<file path="config.mk">
export PLATFORM = sky130hd
export DESIGN_NAME = pipe_stage_reg
export DESIGN_NICKNAME = d
export VERILOG_FILES = /design/src/rtl/pipe_pkg.sv /design/src/rtl/pipe_sat_counter.sv /design/src/rtl/pipe_stage_reg.sv
export SDC_FILE = /design/constraint.sdc
export NUM_CORES = 1
export LEC_CHECK = 0
export CAP_MARGIN = 40
export CORE_ASPECT_RATIO = 0.6
export CORE_MARGIN = 5
export CORE_UTILIZATION = 43
export DETAILED_ROUTE_END_ITERATION = 6
export PLACE_DENSITY = 0.8
export SLEW_MARGIN = 15
export SYNTH_ARGS = -nofsm -noshare
export SYNTH_HDL_FRONTEND = slang
export SYNTH_SLANG_ARGS = --single-unit
</file>
<file path="constraint.sdc">
create_clock -name clk -period 2.1 [get_ports clk]
set_clock_uncertainty 0.15 [all_clocks]
set_input_delay 0.42 -clock clk [delete_from_list [all_inputs] [get_ports clk]]
set_output_delay 0.42 -clock clk [all_outputs]
set_load 0.01 [all_outputs]
</file>
<file path="src/rtl/pipe_pkg.sv">
// Shared defaults, control-bit positions and the entry layout for pipeline stage registers.
package pipe_pkg;

  localparam int DATA_W = 32;
  localparam int N_DATA = 2;
  localparam int CTRL_W = 4;
  localparam int RD_W   = 4;

  localparam int CTRL_PCSRC    = 0;
  localparam int CTRL_REGWR    = 1;
  localparam int CTRL_MEMTOREG = 2;
  localparam int CTRL_MEMWR    = 3;

  typedef struct packed {
    logic [CTRL_W-1:0]             ctrl;
    logic [RD_W-1:0]               rd;
    logic [N_DATA-1:0][DATA_W-1:0] data;
  } pipe_entry_t;

endpackage

</file>
<file path="src/rtl/pipe_sat_counter.sv">
// Saturating up-counter; sticks at all-ones and clears only on reset.
module pipe_sat_counter #(
  parameter int CNT_W = 16
) (
  input  logic             clk,
  input  logic             reset,
  input  logic             inc,
  output logic [CNT_W-1:0] count
);

  logic [CNT_W-1:0] count_q;
  logic [CNT_W-1:0] count_d;

  always_comb begin
    count_d = count_q;
    if (inc && (count_q != '1)) count_d = count_q + 1'b1;
  end

  // NOTE: state registers use non-blocking (<=) so every flop samples pre-edge values.
  always_ff @(posedge clk or negedge reset) begin
    if (!reset) count_q <= '0;
    else        count_q <= count_d;
  end

  assign count = count_q;

endmodule

</file>
<file path="src/rtl/pipe_stage_reg.sv">
// Elastic valid/ready pipeline register with flush and a saturating stall counter.
// Define PIPE_SKID_EN to add one skid entry and make ready_o a pure register output.
module pipe_stage_reg #(
  parameter int DATA_W = pipe_pkg::DATA_W,
  parameter int N_DATA = pipe_pkg::N_DATA,
  parameter int CTRL_W = pipe_pkg::CTRL_W,
  parameter int RD_W   = pipe_pkg::RD_W,
  parameter int CNT_W  = 16
) (
  input  logic                     clk,
  input  logic                     reset,
  input  logic                     valid_i,
  output logic                     ready_o,
  input  logic [CTRL_W-1:0]        ctrl_i,
  input  logic [RD_W-1:0]          rd_i,
  input  logic [N_DATA*DATA_W-1:0] data_i,
  input  logic                     flush_i,
  output logic                     valid_o,
  input  logic                     ready_i,
  output logic [CTRL_W-1:0]        ctrl_o,
  output logic [RD_W-1:0]          rd_o,
  output logic [N_DATA*DATA_W-1:0] data_o,
  output logic [CNT_W-1:0]         stall_cnt_o
);

  typedef struct packed {
    logic [CTRL_W-1:0]        ctrl;
    logic [RD_W-1:0]          rd;
    logic [N_DATA*DATA_W-1:0] data;
  } entry_t;

  entry_t main_q, main_d;
  logic   valid_q, valid_d;
  entry_t in_e;
  logic   main_load;

  assign in_e      = '{ctrl: ctrl_i, rd: rd_i, data: data_i};
  assign main_load = !valid_q || ready_i;

`ifdef PIPE_SKID_EN
  entry_t skid_q, skid_d;
  logic   skid_valid_q, skid_valid_d;
  logic   accept;

  assign ready_o = !skid_valid_q;
  assign accept  = valid_i && ready_o;

  // NOTE: every always_comb output gets a default first, so no path can infer a latch.
  always_comb begin
    main_d       = main_q;
    valid_d      = valid_q;
    skid_d       = skid_q;
    skid_valid_d = skid_valid_q;
    if (main_load) begin
      if (skid_valid_q) begin
        main_d       = skid_q;
        valid_d      = 1'b1;
        skid_valid_d = 1'b0;
      end else begin
        valid_d = accept;
        if (accept) main_d = in_e;
      end
    end else if (accept) begin
      skid_d       = in_e;
      skid_valid_d = 1'b1;
    end
    if (flush_i) begin
      valid_d      = 1'b0;
      skid_valid_d = 1'b0;
    end
  end

  always_ff @(posedge clk or negedge reset) begin
    if (!reset) begin
      skid_q       <= '0;
      skid_valid_q <= 1'b0;
    end else begin
      skid_q       <= skid_d;
      skid_valid_q <= skid_valid_d;
    end
  end
`else
  // Without a skid, an accept can only happen when main is loading anyway.
  assign ready_o = main_load;

  always_comb begin
    main_d  = main_q;
    valid_d = valid_q;
    if (main_load) begin
      valid_d = valid_i;
      if (valid_i) main_d = in_e;
    end
    if (flush_i) valid_d = 1'b0;
  end
`endif

  // NOTE: payload flops are reset too, because the outputs must read zero out of reset.
  always_ff @(posedge clk or negedge reset) begin
    if (!reset) begin
      main_q  <= '0;
      valid_q <= 1'b0;
    end else begin
      main_q  <= main_d;
      valid_q <= valid_d;
    end
  end

  assign valid_o = valid_q;
  assign ctrl_o  = main_q.ctrl & {CTRL_W{valid_q}};
  assign rd_o    = main_q.rd;
  assign data_o  = main_q.data;

  pipe_sat_counter #(.CNT_W(CNT_W)) u_stall_cnt (
    .clk   (clk),
    .reset (reset),
    .inc   (valid_q && !ready_i),
    .count (stall_cnt_o)
  );

endmodule
</file>
==> results_tabular.tex, run 1 <==
\begin{tabular}{lr}
\hline
Metric & Value \\
\hline
\multicolumn{2}{l}{\textbf{Clocking}} \\
CTS tree & yes \\
Clk Latency, worst-skew pair & 0.33 ns \\
Level count of the clock H-tree & 3 \\
Clock Path Buffers & 2 \\
Clk sinks & 89 \\
TritonCTS Buffers & 9 \\
Buffers inserted during post-CTS setup optimization & 0 \\
Clock root buffer & clkbuf\_16 \\
Clock-pin slew reported for the worst setup and hold paths after clock tree synthesis & 0.06 ns \\
\multicolumn{2}{l}{\textbf{Yosys}} \\
Post-synth top area share & 54.9\% \\
Synthesized instance count & 302 \\
Largest cells by area after synthesis & dfrtp\_1, mux2\_2, buf\_4, mux2\_1, xor2\_1 \\
Sequential area share after synthesis & 54.9\% \\
Proportion of register bits with asynchronous set or reset after synthesis & 100\% \\
Mapped cell area & 4060 µm² \\
Yosys Warn Count & 0 \\
Number of flip-flops and latches in the synthesized netlist & 89 \\
Yosys top cell by area & dfrtp\_1 \\
Number of flops mapped to enable cells by yosys & 0 \\
Number of nets produced by synthesis & 380 \\
Post-Synthesis Mean Instance Area & 13.4 µm² \\
Commonest cells in the netlist & dfrtp\_1, buf\_4, mux2\_2 \\
Count of cell types in the netlist & 31 \\
Most common cell in the synthesized netlist & dfrtp\_1 \\
Most frequently used flop master after synthesis & dfrtp\_1 \\
\multicolumn{2}{l}{\textbf{Placement}} \\
I/O Buffers & 166 \\
Placed instance count & 530 \\
Placed cell area & 5440 µm² \\
Routability Congestion & 0.862 \\
Post-detailed-placement half-perimeter wirelength & 6.99 mm \\
\multicolumn{2}{l}{\textbf{Timing}} \\
Count of final max-slew check failures & 0 \\
FMAX & 495 MHz \\
Final Critical Period & 2.02 ns \\
Period utilisation layout & 96.2\% \\
Number of endpoints failing setup at the final stage & 0 \\
Final number of hold-violating endpoints & 0 \\
Pin slew with the least headroom to its limit & 0.530 ns \\
Hold\_ws & 0.338 ns \\
Remaining max-slew budget at the tightest pin & 64.5\% \\
Unrepaired setup endpoints after global routing & no \\
\multicolumn{2}{l}{\textbf{Worst setup path}} \\
Cell Chain, Critical Path & and2\_1 > clkdlybuf4s50\_1 \\
Sum of buffers and inverters on the critical path & 1 \\
Startpoint type of the worst setup path & flop \\
Standard cell with the maximum stage delay on the critical path & clkdlybuf4s50\_1 \\
Highest fanout seen on the critical path & 7 \\
Endpoint required time on the critical path & 1.53 ns \\
Largest stage delay, worst path & 0.55 ns \\
CP Class & flop to output port \\
Critical path endpoint category & output port \\
Endpoint arrival time on the critical path & 1.45 ns \\
Cell class contributing the biggest share of worst-path delay & buffers and inverters \\
\multicolumn{2}{l}{\textbf{Floorplan}} \\
Number of ports placed on the die boundary & 167 \\
Die Area & 11500 µm² \\
Die width & 135 µm \\
Total core area & 9190 µm² \\
Starting density of the core & 44.1\% \\
Die span in y & 85.2 µm \\
Rows & 27 \\
\multicolumn{2}{l}{\textbf{Detailed routing}} \\
Overall routed net length & 9.23 mm \\
Post-DRT Antenna Nets & 0 \\
Final routed DRC violation total & 0 \\
Routed length per placed instance & 16.9 µm \\
Average vias per placed instance & 4.65 \\
Detailed-routing iteration count for the pre-antenna-repair pass & 4 \\
Initial detailed-routing violation count & 77 \\
Overall via count from detail\_route & 2546 \\
\multicolumn{2}{l}{\textbf{Pwr}} \\
Switch share & 23.5\% \\
Power Density & 875 nW/µm² \\
Fraction of power consumed by sequential logic & 41.2\% \\
Clock share of power & 37.3\% \\
Logic pwr share & 21.5\% \\
Design internal power & 3890 µW \\
Maximum VDD drop & 0.578 mV \\
Static leakage & 0.00246 µW \\
Switching power & 1190 µW \\
Total power consumption of the routed design & 5090 µW \\
\multicolumn{2}{l}{\textbf{Global route}} \\
Number of antenna violations at the first check in global routing & 0 \\
First-pass GRT wire length & 14.9 mm \\
Vias in the first global route & 2848 \\
Pin count of the biggest net entering global routing & 90 \\
Overall routing resource usage & 16.6\% \\
Total congestion overflow & 0 \\
\multicolumn{2}{l}{\textbf{Layout}} \\
Number of fill cells & 690 \\
Layout overhead on the synthesized area & 43.2\% \\
Post-layout utilization of the core & 63.2\% \\
Ratio of cells with drive above 1 in the final layout & 20.1\% \\
Number of inserted diodes & 0 \\
Post-layout net count & 490 \\
Final non-filler cell total & 547 \\
Design Area, Final & 5810 µm² \\
\multicolumn{2}{l}{\textbf{Run}} \\
Max-cap violation count & 0 \\
\multicolumn{2}{l}{\textbf{Min path}} \\
Hold Crit Class & flop to flop \\
\multicolumn{2}{l}{\textbf{Status}} \\
Status & finished clean \\
\hline
\end{tabular}
==> worst register-to-register path: cells and delay by family, from the launching register on <==
family / cells / cell delay, ns
AND/OR/NAND/NOR: 3 / 0.90
XOR/XNOR: 1 / 0.17
flip-flops: 1 / 0.44
==> per-stage QoR <==
step / setup slack (ns) / setup TNS [ns]
2_1_floorplan: 0.375 / 0
3_3_place_gp: -0.129 / -5.11
3_5_place_dp: -0.148 / -7.18
4_1_cts: 0.0384 / 0
5_1_grt: 0.00731 / 0
6_report: 0.0791 / 0
==> area by class of cell <==
| type | count | area [µm²] | area share (%) |
|---|---|---|---|
| Timing Repair Buffer | 175 | 1780 | 30.6 |
| Multi-Input combinational cell | 135 | 1270 | 21.9 |
| Inverter | 2 | 7.51 | 0.129 |
| Tap cell | 130 | 163 | 2.80 |
| Sequential cell | 89 | 2230 | 38.4 |
| Clock buffer | 12 | 267 | 4.59 |
| Clock inverter | 4 | 97.6 | 1.68 |
==> flip-flops by register name (all words and copies together) (netlist names) <==
name	flops
data_o	64
u_stall_cnt.count	16
main_q	4
rd_o	4
valid_o	1
==> logic make-up (layout without fill, tap and decap cells) <==
kind of cell | count (synthesis) | in the layout | share of synthesized area, %
muxes | 73 | 73 | 20.3
and+or+nand+nor | 42 | 42 | 6.35
adders and majority gates | 1 | 1 | 0.308
DFF | 89 | 89 | 54.9
AOI/OAI and AO/OA | 6 | 6 | 1.45
xor gates and xnor gates | 13 | 13 | 2.81
buffers and inverters | 78 | 193 | 13.9
==> power groups by stage <==
| stage | Clock (µW) | Combinational (µW) | Sequential (µW) |
|---|---|---|---|
| 6_report | 1900 | 1090 | 2090 |
| 2_1_floorplan | 0 | 609 | 2110 |
| 3_5_place_dp | 0 | 1110 | 2120 |
| 4_1_cts | 1950 | 1120 | 2100 |
| 5_1_grt | 2030 | 1180 | 2130 |
| 3_3_place_gp | 0 | 1090 | 2110 |
==> path summary, 6_finish.rpt <==
check	cells past startpoint	slack (ns)	start	end
worst max register to register	4	0.31	u_stall_cnt.count[9]$_DFFE_PN0P_	u_stall_cnt.count[15]$_DFFE_PN0P_
worst min-delay path	1	0.34	main_q[69]$_DFFE_PN0P_	main_q[69]$_DFFE_PN0P_
worst min register to register	1	0.34	main_q[69]$_DFFE_PN0P_	main_q[69]$_DFFE_PN0P_
worst max-delay path	2	0.08	valid_o$_DFFE_PN0P_	ctrl_o[3]
max in group asynchronous	3	0.90	reset	data_o[11]$_DFFE_PN0P_
min in group asynchronous	3	0.53	reset	data_o[21]$_DFFE_PN0P_
==> routing by layer <==
metal	vias to the layer above	GRT usage [%]	part of all wire [%]
li1	1182	-	-
met1	1222	20.9	43
met4	0	4.39	1.1
met5	-	0	0
met3	8	9.72	13
met2	134	24.6	43
==> cell usage in the layout (no fill, tap or decap), drive strengths merged, types with 2 or more instances in the layout <==
master	instances
nand2	9
and2	5
xor2	11
a31oi	2
xnor2	2
nor2	6
buf	9
bufinv	3
dfrtp	89
clkbuf	12
nand3	3
and3	2
a21oi	2
nor4	5
mux2	73
nand4	4
inv	2
nor3	4
clkdlybuf4s50	164
==> what timing repair did <==
item / 4_1_cts / 5_1_grt
setup endpoints to repair: 5 / 0
endpoints found under the hold margin: 30 / 0
gates resized for setup: 2 / 0
hold buffers: 1 / 0
Power figures use the tool's default switching activity.
==> run 2, diff against run 1 <==
--- a/config.mk
+++ b/config.mk
@@ -15,3 +15,4 @@
 export SYNTH_ARGS = -nofsm -noshare
 export SYNTH_HDL_FRONTEND = slang
 export SYNTH_SLANG_ARGS = --single-unit
+export TNS_END_PERCENT = 100
==> results of run 2 <==
No change in the layout: final DEF, timing and power equal those of run 1.
